<file path="config.mk">
export PLATFORM = sky130hd
export DESIGN_NAME = commit_ctrl_flat
export DESIGN_NICKNAME = d
export VERILOG_FILES = /design/src/rtl/commit_if.sv /design/src/rtl/commit_ctrl.sv /design/src/flat_wrapper.sv
export SDC_FILE = /design/constraint.sdc
export NUM_CORES = 1
export LEC_CHECK = 0
export ABC_AREA = 1
export CAP_MARGIN = 20
export CORE_MARGIN = 8
export CORE_UTILIZATION = 35
export CTS_CLUSTER_SIZE = 30
export DETAILED_ROUTE_END_ITERATION = 10
export PLACE_DENSITY = 0.9
export SLEW_MARGIN = 25
export SYNTH_ARGS = -nofsm -noshare
export SYNTH_HDL_FRONTEND = slang
export SYNTH_SLANG_ARGS = --single-unit
</file>
<file path="constraint.sdc">
create_clock -name clk -period 3.32 [get_ports clk]
set_input_delay 0.664 -clock clk [delete_from_list [all_inputs] [get_ports clk]]
set_output_delay 0.664 -clock clk [all_outputs]
set_load 0.005 [all_outputs]
</file>
<file path="src/rtl/commit_if.sv">
// Commit-stage bundle: per-lane completion info from the pipeline and the
// commit/flush/control results returned by commit_ctrl.
interface commit_if #(
  parameter int unsigned COMMIT_WIDTH = 2,
  parameter int unsigned FTQ_SIZE     = 8,
  parameter int unsigned EXCP_W       = 16
);
  localparam int unsigned FTQ_IDW = $clog2(FTQ_SIZE);

  logic [COMMIT_WIDTH-1:0]         lane_valid_i;
  logic [COMMIT_WIDTH-1:0]         lane_excp_i;
  logic [COMMIT_WIDTH*EXCP_W-1:0]  lane_excp_num_i;
  logic [COMMIT_WIDTH-1:0]         lane_ertn_i;
  logic [COMMIT_WIDTH-1:0]         lane_idle_i;
  logic [COMMIT_WIDTH-1:0]         lane_pri_i;
  logic [COMMIT_WIDTH-1:0]         lane_last_i;
  logic [COMMIT_WIDTH*FTQ_IDW-1:0] lane_ftq_id_i;
  logic [COMMIT_WIDTH*32-1:0]      lane_pc_i;
  logic                            issue_pri_i;
  logic [COMMIT_WIDTH-1:0]         mem_stallreq_i;
  logic [COMMIT_WIDTH-1:0]         ex_stallreq_i;
  logic                            dispatch_stallreq_i;
  logic                            int_pending_i;

  logic [COMMIT_WIDTH-1:0]         commit_o;
  logic [COMMIT_WIDTH-1:0]         commit_block_o;
  logic                            flush_o;
  logic [FTQ_IDW-1:0]              flush_ftq_id_o;
  logic                            excp_o;
  logic                            ertn_o;
  logic [EXCP_W-1:0]               excp_num_o;
  logic [31:0]                     excp_pc_o;
  logic [31:0]                     era_o;
  logic [4:0]                      stall_o;
  logic                            pri_stall_o;
  logic                            frontend_halt_o;
  logic [31:0]                     instret_o;

  modport master (
    output lane_valid_i, lane_excp_i, lane_excp_num_i, lane_ertn_i, lane_idle_i,
           lane_pri_i, lane_last_i, lane_ftq_id_i, lane_pc_i, issue_pri_i,
           mem_stallreq_i, ex_stallreq_i, dispatch_stallreq_i, int_pending_i,
    input  commit_o, commit_block_o, flush_o, flush_ftq_id_o, excp_o, ertn_o,
           excp_num_o, excp_pc_o, era_o, stall_o, pri_stall_o, frontend_halt_o,
           instret_o
  );

  modport slave (
    input  lane_valid_i, lane_excp_i, lane_excp_num_i, lane_ertn_i, lane_idle_i,
           lane_pri_i, lane_last_i, lane_ftq_id_i, lane_pc_i, issue_pri_i,
           mem_stallreq_i, ex_stallreq_i, dispatch_stallreq_i, int_pending_i,
    output commit_o, commit_block_o, flush_o, flush_ftq_id_o, excp_o, ertn_o,
           excp_num_o, excp_pc_o, era_o, stall_o, pri_stall_o, frontend_halt_o,
           instret_o
  );
endinterface

</file>
<file path="src/rtl/commit_ctrl.sv">
// Commit controller: picks the oldest terminating lane, gates commits behind it,
// raises flush/exception info, and sequences privileged-serialise and idle waits.
module commit_ctrl #(
  parameter int unsigned COMMIT_WIDTH = 2,
  parameter int unsigned FTQ_SIZE     = 8,
  parameter int unsigned EXCP_W       = 16
) (
  input  logic     clk,
  input  logic     rst,
  commit_if.slave  bus
);
  localparam int unsigned FTQ_IDW = $clog2(FTQ_SIZE);
  localparam int unsigned CNT_W   = $clog2(COMMIT_WIDTH + 1);

  localparam logic [1:0] ST_RUN       = 2'd0;
  localparam logic [1:0] ST_PRI_WAIT  = 2'd1;
  localparam logic [1:0] ST_IDLE_WAIT = 2'd2;

  logic [1:0]              state;
  logic [1:0]              state_next;
  logic [COMMIT_WIDTH-1:0] commit;
  logic [COMMIT_WIDTH-1:0] commit_block;
  logic                    term_found;
  logic                    term_excp;
  logic                    term_ertn;
  logic                    term_idle;
  logic [EXCP_W-1:0]       term_excp_num;
  logic [FTQ_IDW-1:0]      term_ftq_id;
  logic [31:0]             term_pc;
  logic [CNT_W-1:0]        commit_cnt;
  logic                    excp;
  logic                    ertn;
  logic                    flush;
  logic                    pri_commit;
  logic                    idle_commit;
  logic [4:0]              stall;
  logic                    pri_stall;
  logic                    frontend_halt;
  logic [31:0]             instret;

  // Walk lanes oldest-first; everything after the first terminating lane is squashed.
  always_comb begin
    logic is_term;
    commit        = '0;
    commit_block  = '0;
    term_found    = 1'b0;
    term_excp     = 1'b0;
    term_ertn     = 1'b0;
    term_idle     = 1'b0;
    term_excp_num = '0;
    term_ftq_id   = '0;
    term_pc       = '0;
    commit_cnt    = '0;
    for (int unsigned k = 0; k < COMMIT_WIDTH; k++) begin
      is_term = bus.lane_valid_i[k] & ~term_found &
                (bus.lane_excp_i[k] | bus.lane_ertn_i[k] | bus.lane_idle_i[k]);
      commit[k]       = bus.lane_valid_i[k] & ~term_found & ~(is_term & bus.lane_excp_i[k]);
      commit_block[k] = bus.lane_valid_i[k] & ~term_found & (bus.lane_last_i[k] | is_term);
      if (is_term) begin
        term_excp     = bus.lane_excp_i[k];
        term_ertn     = bus.lane_ertn_i[k];
        term_idle     = bus.lane_idle_i[k];
        term_excp_num = bus.lane_excp_num_i[k*EXCP_W +: EXCP_W];
        term_ftq_id   = bus.lane_ftq_id_i[k*FTQ_IDW +: FTQ_IDW];
        term_pc       = bus.lane_pc_i[k*32 +: 32];
      end
      term_found = term_found | is_term;
      commit_cnt = commit_cnt + CNT_W'(commit[k]);
    end
  end

  assign excp        = term_found & term_excp;
  assign ertn        = term_found & term_ertn & ~term_excp;
  assign flush       = excp | ertn | (term_found & term_idle);
  assign pri_commit  = |(commit & bus.lane_pri_i);
  assign idle_commit = |(commit & bus.lane_idle_i);

  // Stall vector is combinational so reset can blank it within the same cycle.
  always_comb begin
    stall = 5'b00000;
    if (rst)
      stall = 5'b00000;
    else if ((|bus.mem_stallreq_i) | (|bus.ex_stallreq_i))
      stall = 5'b11110;
    else if (bus.dispatch_stallreq_i)
      stall = 5'b11100;
  end

  always_ff @(posedge clk) begin
    if (rst) state <= ST_RUN;
    else     state <= state_next;
  end

  always_comb begin
    state_next = state;
    if (excp | ertn) begin
      state_next = ST_RUN;
    end else if (idle_commit) begin
      state_next = ST_IDLE_WAIT;
    end else begin
      case (state)
        ST_RUN:       if (bus.issue_pri_i) state_next = ST_PRI_WAIT;
        ST_PRI_WAIT:  if (pri_commit && !bus.issue_pri_i) state_next = ST_RUN;
        ST_IDLE_WAIT: if (bus.int_pending_i) state_next = ST_RUN;
        default:      state_next = ST_RUN;
      endcase
    end
  end

  // Status flags track the upcoming state so they line up with the state register.
  always_ff @(posedge clk) begin
    if (rst) begin
      pri_stall     <= 1'b0;
      frontend_halt <= 1'b0;
      instret       <= '0;
    end else begin
      pri_stall     <= (state_next == ST_PRI_WAIT);
      frontend_halt <= (state_next == ST_IDLE_WAIT);
      instret       <= instret + 32'(commit_cnt);
    end
  end

  assign bus.commit_o        = commit;
  assign bus.commit_block_o  = commit_block;
  assign bus.flush_o         = flush;
  assign bus.flush_ftq_id_o  = flush ? term_ftq_id : '0;
  assign bus.excp_o          = excp;
  assign bus.ertn_o          = ertn;
  assign bus.excp_num_o      = excp ? term_excp_num : '0;
  assign bus.excp_pc_o       = excp ? term_pc : 32'd0;
  assign bus.era_o           = !term_found ? 32'd0 : (term_idle ? term_pc + 32'd4 : term_pc);
  assign bus.stall_o         = stall;
  assign bus.pri_stall_o     = pri_stall;
  assign bus.frontend_halt_o = frontend_halt;
  assign bus.instret_o       = instret;
endmodule

</file>
<file path="src/flat_wrapper.sv">
// flat-port wrapper written by rule: the top's interface ports become plain ports
module commit_ctrl_flat 
#(
  parameter int unsigned COMMIT_WIDTH = 2,
  parameter int unsigned FTQ_SIZE     = 8,
  parameter int unsigned EXCP_W       = 16
)
  (clk, rst, bus_lane_valid_i, bus_lane_excp_i, bus_lane_excp_num_i, bus_lane_ertn_i, bus_lane_idle_i, bus_lane_pri_i, bus_lane_last_i, bus_lane_ftq_id_i, bus_lane_pc_i, bus_issue_pri_i, bus_mem_stallreq_i, bus_ex_stallreq_i, bus_dispatch_stallreq_i, bus_int_pending_i, bus_commit_o, bus_commit_block_o, bus_flush_o, bus_flush_ftq_id_o, bus_excp_o, bus_ertn_o, bus_excp_num_o, bus_excp_pc_o, bus_era_o, bus_stall_o, bus_pri_stall_o, bus_frontend_halt_o, bus_instret_o);
  commit_if #(.COMMIT_WIDTH(COMMIT_WIDTH), .FTQ_SIZE(FTQ_SIZE), .EXCP_W(EXCP_W)) bus_i ();
  input  logic clk;
  input  logic rst;
  input wire logic [$bits(bus_i.lane_valid_i)-1:0] bus_lane_valid_i;
  input wire logic [$bits(bus_i.lane_excp_i)-1:0] bus_lane_excp_i;
  input wire logic [$bits(bus_i.lane_excp_num_i)-1:0] bus_lane_excp_num_i;
  input wire logic [$bits(bus_i.lane_ertn_i)-1:0] bus_lane_ertn_i;
  input wire logic [$bits(bus_i.lane_idle_i)-1:0] bus_lane_idle_i;
  input wire logic [$bits(bus_i.lane_pri_i)-1:0] bus_lane_pri_i;
  input wire logic [$bits(bus_i.lane_last_i)-1:0] bus_lane_last_i;
  input wire logic [$bits(bus_i.lane_ftq_id_i)-1:0] bus_lane_ftq_id_i;
  input wire logic [$bits(bus_i.lane_pc_i)-1:0] bus_lane_pc_i;
  input wire logic [$bits(bus_i.issue_pri_i)-1:0] bus_issue_pri_i;
  input wire logic [$bits(bus_i.mem_stallreq_i)-1:0] bus_mem_stallreq_i;
  input wire logic [$bits(bus_i.ex_stallreq_i)-1:0] bus_ex_stallreq_i;
  input wire logic [$bits(bus_i.dispatch_stallreq_i)-1:0] bus_dispatch_stallreq_i;
  input wire logic [$bits(bus_i.int_pending_i)-1:0] bus_int_pending_i;
  output wire logic [$bits(bus_i.commit_o)-1:0] bus_commit_o;
  output wire logic [$bits(bus_i.commit_block_o)-1:0] bus_commit_block_o;
  output wire logic [$bits(bus_i.flush_o)-1:0] bus_flush_o;
  output wire logic [$bits(bus_i.flush_ftq_id_o)-1:0] bus_flush_ftq_id_o;
  output wire logic [$bits(bus_i.excp_o)-1:0] bus_excp_o;
  output wire logic [$bits(bus_i.ertn_o)-1:0] bus_ertn_o;
  output wire logic [$bits(bus_i.excp_num_o)-1:0] bus_excp_num_o;
  output wire logic [$bits(bus_i.excp_pc_o)-1:0] bus_excp_pc_o;
  output wire logic [$bits(bus_i.era_o)-1:0] bus_era_o;
  output wire logic [$bits(bus_i.stall_o)-1:0] bus_stall_o;
  output wire logic [$bits(bus_i.pri_stall_o)-1:0] bus_pri_stall_o;
  output wire logic [$bits(bus_i.frontend_halt_o)-1:0] bus_frontend_halt_o;
  output wire logic [$bits(bus_i.instret_o)-1:0] bus_instret_o;
  assign bus_i.lane_valid_i = bus_lane_valid_i;
  assign bus_i.lane_excp_i = bus_lane_excp_i;
  assign bus_i.lane_excp_num_i = bus_lane_excp_num_i;
  assign bus_i.lane_ertn_i = bus_lane_ertn_i;
  assign bus_i.lane_idle_i = bus_lane_idle_i;
  assign bus_i.lane_pri_i = bus_lane_pri_i;
  assign bus_i.lane_last_i = bus_lane_last_i;
  assign bus_i.lane_ftq_id_i = bus_lane_ftq_id_i;
  assign bus_i.lane_pc_i = bus_lane_pc_i;
  assign bus_i.issue_pri_i = bus_issue_pri_i;
  assign bus_i.mem_stallreq_i = bus_mem_stallreq_i;
  assign bus_i.ex_stallreq_i = bus_ex_stallreq_i;
  assign bus_i.dispatch_stallreq_i = bus_dispatch_stallreq_i;
  assign bus_i.int_pending_i = bus_int_pending_i;
  assign bus_commit_o = bus_i.commit_o;
  assign bus_commit_block_o = bus_i.commit_block_o;
  assign bus_flush_o = bus_i.flush_o;
  assign bus_flush_ftq_id_o = bus_i.flush_ftq_id_o;
  assign bus_excp_o = bus_i.excp_o;
  assign bus_ertn_o = bus_i.ertn_o;
  assign bus_excp_num_o = bus_i.excp_num_o;
  assign bus_excp_pc_o = bus_i.excp_pc_o;
  assign bus_era_o = bus_i.era_o;
  assign bus_stall_o = bus_i.stall_o;
  assign bus_pri_stall_o = bus_i.pri_stall_o;
  assign bus_frontend_halt_o = bus_i.frontend_halt_o;
  assign bus_instret_o = bus_i.instret_o;
  commit_ctrl #(.COMMIT_WIDTH(COMMIT_WIDTH), .FTQ_SIZE(FTQ_SIZE), .EXCP_W(EXCP_W)) u_core (.clk(clk), .rst(rst), .bus(bus_i));
endmodule
</file>
==> metrics <==
Reg clk slew, reported paths 0.05 ns; num ports 252; violated checks negative setup slack; CTS sink cnt 36; Core Box Area 0.01201 mm^2; Via density 5.551; Worst Setup Path Type in -> out; ANT cells 0; row count 40; TritonCTS clock tree built; Post-CTS Hold Fix Bufs 0; worst-skew pair later-pin latency 0.28 ns; Netlist cell types 43; Layout fillers 827; Slew headroom 0.6570; DRT Pass-1 Iters 6; layout cells sized above 1 0.3137; H-Tree Depth 2; WL met3 2921 um; CP max stage delay 0.19 ns; fmax 0.2958 GHz; pwr dens 218.3 mW/mm^2; vias in the first global route 6,939; worst vdd rail ir drop 0.0002383 V; sequential-to-total area share from yosys stat 0.1671; synth warn 0; final wirelength 25,490 um; Bufs and invs on worst path 9; WL met1 8444 um; WP data arrival 2.72 ns; total gr overflow 0; Syn Area/Cell 5.617 um^2; Routed WL per cell 19.31 um; clock skew 0.004290 ns; placed insts 1,255; Initial DRC Count 896; first-pass GRT wire length 35,710 um; initial antenna violation count 1; RSZ-0062 raised after global routing yes; Die W 127.0 um; CP endpoint kind primary output; Slew Limit Fails 0; r2r setup slk 0.93 ns; full die area 0.01614 mm^2; CTS buffer count 5; max layer used met5; Port Buffer Count 250; Yosys reg bits 36; Crit path top cell by count nand2_1; GRT Util Overall 0.2707; largest net degree at the start of global routing 32; CTS root buffer clkbuf_16; cell family with most CP delay buffers and inverters; Final Util 0.7403; Setup violations, final 10; Die H 127.0 um; critical path depth 18; area of the multi-input gates 0.003333 mm^2; final hold vios 0; period utilization 1.018; Met2 Wirelength 12,530 um; Remaining DRCs 0; outcome finished, violations left; final worst setup slack -0.06104 ns; Layout Cells excl Fill 1,320; hold path depth 1; Cell Area, Synth 0.004314 mm^2; Max-cap violations 0; FF-to-FF path depth 15; Worst Path Max Fanout 6; CP Launch Type input pin; worst slew pin tran 0.5106 ns; crit path time final 3.381 ns; Syn-to-layout area delta 106.1%; worst hold path class reg -> reg; RePlAce Congestion 1.027; sequential cell area 720.7 um^2; Slowest-stage cell, CP nand4_1; critical path, cell by cell clkbuf_2 > inv_2 > nand3_2 > buf_8 > buf_12 > buf_16 > nand4_1 > nand2_2 > buf_6 > nor2_4 > buf_4 > nand2_1 > nor2_2 > nand3_1 > nand2_1 > nand2_1 > inv_1 > buf_2; nets 1,299; post-route antenna net violation count 0; Max Buffers Root-to-Sink 2; CP required 2.66 ns; Syn Nets 894; hpwl dp 17,150 um; synthesized netlist cell count 768; Leakage Power 4.065 nW; Initial Utilization 0.3592; via count 7,327
==> through the flow <==
| stage | total power, W | TNS (ns) | setup WS (ns) | instance area [um^2] | hold slack (ns) |
|---|---|---|---|---|---|
| 2_1_floorplan | 0.0007812 | 0 | 0.08999 | 4314 | 0.4121 |
| 3_3_place_gp | 0.001315 | -39.87 | -0.6982 | 7754 | 0.4186 |
| 3_5_place_dp | 0.001327 | -48.74 | -0.7694 | 7754 | 0.4363 |
| 4_1_cts | 0.001834 | -0.004374 | -0.004374 | 8502 | 0.4450 |
| 5_1_grt | 0.002013 | -2.131 | -0.1800 | 8892 | 0.4812 |
| 6_report | 0.001941 | -0.2862 | -0.06104 | 8892 | 0.4557 |
==> timing repair <==
action | 4_1_cts | 5_1_grt
endpoints found under the hold margin | 0 | 0
pin swaps | 53 | 67
gates resized for setup | 165 | 115
gates cloned | 4 | 0
buffers inserted | 33 | 23
endpoints found under the setup margin | 107 | 65
==> path summary, 6_finish.rpt <==
kind                                      startpoint                                   to
setup reg to reg  u_core.bus.instret_o[0]$_SDFF_PP0_  u_core.bus.instret_o[28]$_SDFF_PP0_
hold / removal            u_core.state[1]$_SDFF_PP0_           u_core.state[0]$_SDFF_PP0_
hold reg to reg           u_core.state[1]$_SDFF_PP0_           u_core.state[0]$_SDFF_PP0_
setup / recovery                  bus_lane_excp_i[1]                        bus_era_o[27]
==> kinds of logic after synthesis <==
family,Yosys count,synth area share
and+or+nand+nor,476,0.5055
DFF,36,0.1671
other,1,0.0008692
AOI/OAI and AO/OA,75,0.1198
xor gates and xnor gates,13,0.02639
buffers and inverters,164,0.1700
adders and majority gates,3,0.01044
==> power by group <==
group | total [W] | internal [W] | switching, W
clock | 0.000445 | 0.000273 | 0.000173
sequential | 0.000441 | 0.000438 | 0.00000305
combinational | 0.00105 | 0.000564 | 0.000491
total | 0.00194 | 0.00127 | 0.000666
==> cell usage in the layout (no fill, tap or decap), drive strengths merged, types with 20 or more instances in the layout <==
master           n
nand3           37
clkdlybuf4s50  212
o21ai           20
nand2          214
a21oi           24
nor2           142
nand4           49
dfxtp           36
inv            132
buf            193
==> registers in the layout, summed over array words and instances, names as in the netlist <==
register and cells:
u_core.bus.frontend_halt_o 1, u_core.bus.instret_o 32, u_core.bus.pri_stall_o 1, u_core.state 2
==> final cells by class <==
| class | count | area share |
|---|---|---|
| multi-input cells | 568 | 0.3748 |
| clock buffers | 6 | 0.01449 |
| well taps | 147 | 0.02068 |
| clock inverters | 1 | 0.0005628 |
| repair buffers | 430 | 0.4524 |
| inverters | 132 | 0.05600 |
| flip-flops and latches | 36 | 0.08105 |
==> worst reg2reg max path: stages (launching register included) <==
cell and delay [ns]:
dfxtp_1 0.33, inv_1 0.06, fa_2 0.39, inv_1 0.06
ha_1 0.15, nand2_1 0.05, inv_1 0.08, nand4_1 0.15
nor2_4 0.16, nand3_1 0.11, nor2_1 0.18, nand3_1 0.09
nor2_1 0.19, xor2_1 0.17, inv_1 0.05, nor2_1 0.08
==> synthesized netlist by cell type <==
cell type | n | area [um^2]
nand2_1 | 198 | 743.2
inv_2 | 5 | 18.77
a21oi_1 | 24 | 120.1
ha_1 | 2 | 25.02
nand3_2 | 3 | 30.03
nor3_1 | 17 | 85.08
conb_1 | 1 | 3.750
buf_12 | 2 | 40.04
o21ai_1 | 1 | 5.000
nor2_2 | 10 | 62.56
nor4b_1 | 1 | 8.760
nand3_1 | 33 | 165.2
o22ai_1 | 3 | 18.77
o21bai_4 | 1 | 18.77
buf_4 | 7 | 52.55
a31oi_1 | 2 | 12.51
nand4_2 | 2 | 25.02
nor2_1 | 127 | 476.7
nand2_4 | 2 | 22.52
xor2_1 | 13 | 113.9
dfxtp_1 | 36 | 720.7
a31o_2 | 1 | 8.760
o21bai_2 | 3 | 33.78
clkbuf_1 | 11 | 41.29
fa_1 | 1 | 20.02
a22oi_1 | 1 | 7.510
nor2_4 | 5 | 56.30
nand2_2 | 14 | 87.58
nand3_4 | 1 | 17.52
nor3b_1 | 5 | 37.54
buf_2 | 5 | 25.02
o21ai_0 | 15 | 75.07
o21ai_4 | 1 | 16.27
o21a_1 | 1 | 7.510
or2_2 | 3 | 18.77
nor4_1 | 6 | 37.54
buf_6 | 7 | 78.83
a22o_1 | 19 | 166.4
and2_1 | 1 | 6.260
inv_1 | 127 | 476.7
and3_1 | 1 | 6.260
nand4_1 | 47 | 294.0
o21ai_2 | 3 | 26.28
==> layer usage <==
metal | global-route usage | vias up
met1 | 0.2805 | 3323
met5 | 0 | -
li1 | - | 3242
met3 | 0.07820 | 178
met4 | 0.1288 | 2
met2 | 0.4925 | 582
Note: power is estimated with default switching activity, not from simulation.
